==> src/rtl/cpu_pkg.sv <==
// Shared types and constants for the 8-bit CPU front end.
package cpu_pkg;

    localparam int ADDR_W  = 16;
    localparam int INSTR_W = 16;

    typedef enum logic [2:0] {
        S_IDLE = 3'd0,
        S_HI   = 3'd1,
        S_LO   = 3'd2,
        S_CAP  = 3'd3,
        S_FULL = 3'd4
    } fetch_state_t;

    typedef struct packed {
        logic [ADDR_W-1:0]  pc;
        logic [INSTR_W-1:0] instr;
    } fetch_entry_t;

endpackage

==> src/rtl/fetch_fifo.sv <==
// Prefetch FIFO of fetched instructions; pointers carry one extra bit so full and empty differ.
module fetch_fifo
    import cpu_pkg::*;
#(
    parameter int DEPTH = 2,
    localparam int PTR_W = $clog2(DEPTH)
) (
    input  logic               clk,
    input  logic               rst_n,
    input  logic               push,
    input  fetch_entry_t       data,
    input  logic               pop,
    input  logic               flush,
    output logic [PTR_W:0]     count,
    output fetch_entry_t       head
);

    logic [PTR_W:0] wr_ptr;
    logic [PTR_W:0] rd_ptr;
    fetch_entry_t   slots [DEPTH];
    logic           do_push;
    logic           do_pop;

    assign count   = wr_ptr - rd_ptr;
    assign do_push = push && !flush;
    assign do_pop  = pop && (count != '0) && !flush;

    always_ff @(posedge clk or negedge rst_n) begin
        if (!rst_n) begin
            wr_ptr <= '0;
            rd_ptr <= '0;
        end else if (flush) begin
            wr_ptr <= '0;
            rd_ptr <= '0;
        end else begin
            if (do_push) wr_ptr <= wr_ptr + 1'b1;
            if (do_pop)  rd_ptr <= rd_ptr + 1'b1;
        end
    end

    // Storage needs no reset: an empty FIFO presents zeros at the head.
    always_ff @(posedge clk) begin
        if (do_push) slots[wr_ptr[PTR_W-1:0]] <= data;
    end

    assign head = (count != '0) ? slots[rd_ptr[PTR_W-1:0]] : '0;

endmodule

==> src/rtl/fetch_unit.sv <==
// Instruction fetch: two byte reads per 16-bit instruction, queued in a prefetch FIFO.
// Consumer handshake: a head transfers on any cycle where instr_valid && instr_ready.
module fetch_unit #(
    parameter int              ADDR_W   = 16,
    parameter logic [ADDR_W-1:0] RESET_PC = '0,
    parameter int              DEPTH    = 2
) (
    input  logic              clk,
    input  logic              rst_n,
    output logic [ADDR_W-1:0] mem_addr,
    output logic              mem_cs,
    output logic              mem_we,
    input  logic [7:0]        mem_rdata,
    output logic              instr_valid,
    input  logic              instr_ready,
    output logic [15:0]       instr,
    output logic [ADDR_W-1:0] instr_pc,
    input  logic              redirect,
    input  logic [ADDR_W-1:0] redirect_pc,
    output logic [2:0]        fsm_state
);

    import cpu_pkg::*;

    localparam int CNT_W = $clog2(DEPTH) + 1;
    localparam logic [CNT_W-1:0] DEPTH_C = CNT_W'(DEPTH);

    fetch_state_t      state_q, state_d;
    logic [ADDR_W-1:0] fpc_q, fpc_d;
    logic [7:0]        hi_q, hi_d;
    logic              push, pop;
    logic [CNT_W-1:0]  count, post_count;
    fetch_entry_t      push_entry, head;

    assign pop         = instr_valid && instr_ready;
    assign post_count  = count + CNT_W'(1) - CNT_W'(pop);
    assign push_entry  = '{pc: fpc_q, instr: {hi_q, mem_rdata}};

    always_comb begin
        state_d  = state_q;
        fpc_d    = fpc_q;
        hi_d     = hi_q;
        mem_cs   = 1'b0;
        mem_addr = fpc_q;
        push     = 1'b0;
        case (state_q)
            S_IDLE: state_d = S_HI;
            S_HI: begin
                mem_cs  = 1'b1;
                state_d = S_LO;
            end
            S_LO: begin
                mem_cs   = 1'b1;
                mem_addr = fpc_q + ADDR_W'(1);
                hi_d     = mem_rdata;
                state_d  = S_CAP;
            end
            S_CAP: begin
                push    = 1'b1;
                fpc_d   = fpc_q + ADDR_W'(2);
                state_d = (post_count < DEPTH_C) ? S_HI : S_FULL;
            end
            S_FULL: begin
                if (count < DEPTH_C) state_d = S_HI;
            end
            default: state_d = S_IDLE;
        endcase
        // Redirect drops any half-assembled instruction and wins over every state.
        if (redirect) begin
            push    = 1'b0;
            fpc_d   = redirect_pc;
            state_d = S_HI;
        end
    end

    always_ff @(posedge clk or negedge rst_n) begin
        if (!rst_n) begin
            state_q <= S_IDLE;
            fpc_q   <= RESET_PC;
            hi_q    <= '0;
        end else begin
            state_q <= state_d;
            fpc_q   <= fpc_d;
            hi_q    <= hi_d;
        end
    end

    fetch_fifo #(.DEPTH(DEPTH)) u_fifo (
        .clk   (clk),
        .rst_n (rst_n),
        .push  (push),
        .data  (push_entry),
        .pop   (pop),
        .flush (redirect),
        .count (count),
        .head  (head)
    );

    assign instr_valid = (count != '0);
    assign instr       = head.instr;
    assign instr_pc    = head.pc;
    assign mem_we      = 1'b0;
    assign fsm_state   = state_q;

endmodule

==> config.mk <==
export PLATFORM = sky130hd
export DESIGN_NAME = fetch_unit
export DESIGN_NICKNAME = d
export VERILOG_FILES = /design/src/rtl/cpu_pkg.sv /design/src/rtl/fetch_fifo.sv /design/src/rtl/fetch_unit.sv
export SDC_FILE = /design/constraint.sdc
export NUM_CORES = 1
export LEC_CHECK = 0
export ABC_AREA = 1
export CORE_MARGIN = 2
export CORE_UTILIZATION = 49
export CTS_BUF_LIST = sky130_fd_sc_hd__clkbuf_4 sky130_fd_sc_hd__clkbuf_8
export CTS_CLUSTER_DIAMETER = 120
export CTS_CLUSTER_SIZE = 10
export DETAILED_ROUTE_END_ITERATION = 6
export GPL_TIMING_DRIVEN = 0
export PLACE_DENSITY_LB_ADDON = 0.05
export SLEW_MARGIN = 5
export SYNTH_ARGS = -nofsm -noshare
export SYNTH_HDL_FRONTEND = slang
export SYNTH_SLANG_ARGS = --single-unit
==> constraint.sdc <==
create_clock -name clk -period 1.9 [get_ports clk]
set_clock_uncertainty 0.05 [all_clocks]
set_input_delay 0.38 -clock clk [delete_from_list [all_inputs] [get_ports clk]]
set_output_delay 0.38 -clock clk [all_outputs]
set_load 0.05 [all_outputs]
==> out/summary.txt <==
outcome: finished with violations
violated checks: negative setup slack
share of synthesized cell area in full adder, half adder and majority cells: 0.835%
mux cell area share after synthesis: 0%
number of maximum-capacitance violations: 0
Vias per Instance: 5.46
leakage power: 0.00283 uW
peak fanout along the critical path: 8
Die Ht: 99.8 um
data arrival time of the critical path: 1.94 ns
Distinct cells, synth: 34
post-synthesis share of cell area spent on xor and xnor gates: 2.73%
number of levels the H-tree was split into: 3
maximum number of pins on one net before global-route repair: 34
type of the tightest min-delay check: input port to asynchronous set/reset pin
number of nets produced by synthesis: 500
asr flop ratio synth: 32.6%
average cell area after synthesis: 9.59 um^2
clock-pin slew reported for the worst setup and hold paths after clock tree synthesis: 0.11 ns
number of failing hold endpoints at the final stage: 0
antenna-violating nets left: 0
total gr overflow: 0
TritonCTS clock tree: done
clock sink total: 95
cell area after synthesis: 4500 um^2
category of the worst setup path capture point: output port
Max Slew Vio Count: 0
clock root cell: sky130_fd_sc_hd__clkbuf_8
combinational family with the most area after synthesis: simple AND/OR/NAND/NOR gates
TritonCTS buffer count: 9
number of antenna repair diodes: 0
CP required: 1.47 ns
slew at the pin closest to its max-slew limit: 0.840 ns
sum of net half-perimeters after detailed placement: 7.99 mm
I/O Pins: 82
dominant register cell in the synthesized netlist: sky130_fd_sc_hd__edfxtp_1
number of iterations in the first detailed-routing pass: 5
global-route wire length before repair: 20.5 mm
clock tree buffer depth: 2
DRT Wirelength: 13.1 mm
total number of vias: 3955
PD cells: 1730 nW/um^2
highest ir drop seen on vdd: 1.11 mV
count of standard-cell rows: 34
type of the worst setup path: flip-flop to output port
RD Place Congestion: 0.891
achievable clock frequency: 421 MHz
number of setup violations in the final report: 64
RSZ-0062 raised after global routing: true
quantity of I/O buffers inserted on ports: 79
post-DR wirelength/cell: 18.0 um
Finished Core Util: 80.6%
Initial Util: 51.1%
worst slack, placed: -0.936 ns
final layout net count: 643
Worst Setup Start Kind: flip-flop
number of DRC markers in iteration 0: 251
number of synthesized flops with an enable pin: 64
Layout area overhead: 57.9%
Relative slew margins: 44.0%
vias in the first global route: 4060
antenna violations before repair: 0
Placeable Area: 8810 um^2
Overall Global Routing Usage: 27.1%
cell count after placement: 656
number of synthesized register bits: 95
post-route DRC violation count: 0
Seq/Total Area, Yosys: 60.0%
fraction of layout cells with a size suffix above 1: 43.3%
clock period minus worst slack: 2.37 ns
final instance count without filler cells: 725
simple-gate share of the synthesized area: 23.4%
final setup slack of the worst path: -0.473 ns
Gate Count Post-Synth: 469
Die W: 99.8 um
clock latency on the worst-skew pair: 0.37 ns
Compound-Gate Fraction of Synth Area: 6.85%
count of yosys warnings during synthesis: 0
period utilisation layout: 125%
Die Area: 9960 um^2
-- worst paths after layout --
| kind | cells past startpoint | start | endpoint | slack [ns] |
|---|---|---|---|---|
| max | 12 | u_fifo.wr_ptr[0] | instr[11] | -0.47 |
| min | 1 | rst_n | hi_q[7] | 0.04 |
| max reg2reg | 8 | fsm_state[2] | u_fifo.slots[1][8] | -0.02 |
| min reg2reg | 0 | hi_q[7] | u_fifo.slots[0][15] | 0.44 |
| max in group asynchronous | 1 | rst_n | fpc_q[9] | 1.16 |
| min in group clk | 3 | redirect | fpc_q[2] | 0.35 |
-- flip-flops by register name, indices dropped and copies added (netlist names) --
| register | flops |
|---|---|
| u_fifo.wr_ptr | 2 |
| u_fifo.rd_ptr | 2 |
| u_fifo.slots | 64 |
| hi_q | 8 |
| fpc_q | 16 |
| fsm_state | 3 |
-- metal layers --
layer,vias up,global-route usage (%),part of all wire [%]
met3,23,4.53,6.1
met1,1945,36.5,41
met5,-,0,0
li1,1833,-,-
met4,0,10.7,2.0
met2,154,44.3,51
-- cell type report --
cell class                      instances  area [um^2]
Sequential cell                        95         2720
Multi-Input combinational cell        314         2310
Fill cell                             556         1710
Timing Repair Buffer                  132         1360
Inverter                               41          186
Buffer                                 18          178
Clock buffer                           11          139
Tap cell                              108          135
Clock inverter                          5         65.1
Timing Repair inverter                  1         7.51
-- critical path, cell delays in order (launching register included) --
cell	delay, ns
sky130_fd_sc_hd__dfrtp_1	0.40
sky130_fd_sc_hd__inv_2	0.09
sky130_fd_sc_hd__ha_4	0.15
sky130_fd_sc_hd__inv_2	0.03
sky130_fd_sc_hd__nand2_2	0.07
sky130_fd_sc_hd__nand2_2	0.05
sky130_fd_sc_hd__nand2_2	0.08
sky130_fd_sc_hd__nand2_4	0.08
sky130_fd_sc_hd__nand2_8	0.09
sky130_fd_sc_hd__inv_12	0.07
sky130_fd_sc_hd__buf_12	0.15
sky130_fd_sc_hd__a21oi_4	0.13
sky130_fd_sc_hd__buf_6	0.17
-- per-stage QoR --
step | cell area [um^2] | hold slack (ns) | setup TNS, ns | total power, uW
detailed placement | 6080 | 0.415 | -45.10 | 9380
global route | 7100 | 0.0916 | -26.27 | 12800
CTS | 6880 | 0.0392 | -20.02 | 12000
finish | 7100 | 0.0431 | -20.04 | 12300
floorplan | 5160 | 0.0344 | -3.38 | 7690
global placement | 6090 | 0.397 | -55.48 | 9270
-- cell usage after synthesis (3+ instances only) --
cell type	count	area share [%]
sky130_fd_sc_hd__a21oi_1	35	3.9
sky130_fd_sc_hd__buf_2	4	0.45
sky130_fd_sc_hd__buf_4	3	0.50
sky130_fd_sc_hd__buf_6	4	1.0
sky130_fd_sc_hd__clkbuf_1	7	0.58
sky130_fd_sc_hd__dfrtp_1	31	17
sky130_fd_sc_hd__edfxtp_1	64	43
sky130_fd_sc_hd__ha_1	3	0.84
sky130_fd_sc_hd__inv_1	35	2.9
sky130_fd_sc_hd__inv_2	5	0.42
sky130_fd_sc_hd__nand2_1	156	13
sky130_fd_sc_hd__nand2_2	10	1.4
sky130_fd_sc_hd__nand3_1	33	3.7
sky130_fd_sc_hd__nand4_1	6	0.84
sky130_fd_sc_hd__nor2_1	18	1.5
sky130_fd_sc_hd__nor2_2	3	0.42
sky130_fd_sc_hd__nor2_4	4	1.0
sky130_fd_sc_hd__o21ai_0	12	1.3
sky130_fd_sc_hd__o21ai_1	7	0.78
sky130_fd_sc_hd__xor2_1	12	2.3
-- cells in the final DEF (no fill, tap or decap), drive strengths merged --
cell type	netlist	final
nand2	167	167
buf	11	117
edfxtp	64	64
inv	40	42
a21oi	36	36
nand3	35	35
dfrtp	31	31
clkdlybuf4s50	0	25
nor2	25	25
o21ai	19	19
clkbuf	8	17
xor2	12	12
nand4	6	6
clkinvlp	0	3
ha	3	3
nor3	3	3
xnor2	2	2
o211ai	2	2
dlygate4sd2	0	2
nor4	1	1
o21bai	1	1
a31oi	1	1
conb	1	1
bufinv	0	1
clkinv	1	1
-- what timing repair did --
item                                    in CTS  in global routing
pin swaps                                   26                 18
resized for setup                          411                 35
hold buffers                                 0                  0
gates cloned                                 4                  0
buffers inserted                            32                 20
endpoints found under the setup margin      91                117
-- kinds of logic (layout without fill, tap and decap cells) --
| logic type | count (synthesis) | count (layout) |
|---|---|---|
| and+or+nand+nor | 237 | 237 |
| adders and majority gates | 3 | 3 |
| xor gates and xnor gates | 14 | 14 |
| AOI/OAI and AO/OA | 59 | 59 |
| other | 1 | 1 |
| DFF | 95 | 95 |
| buffers and inverters | 60 | 208 |
-- power by group --
group / internal (uW) / switching [uW]
sequential: 2740 / 341
combinational: 3080 / 4710
clock: 656 / 752
total: 6480 / 5810
No activity file was read; power rests on OpenSTA's default activity.
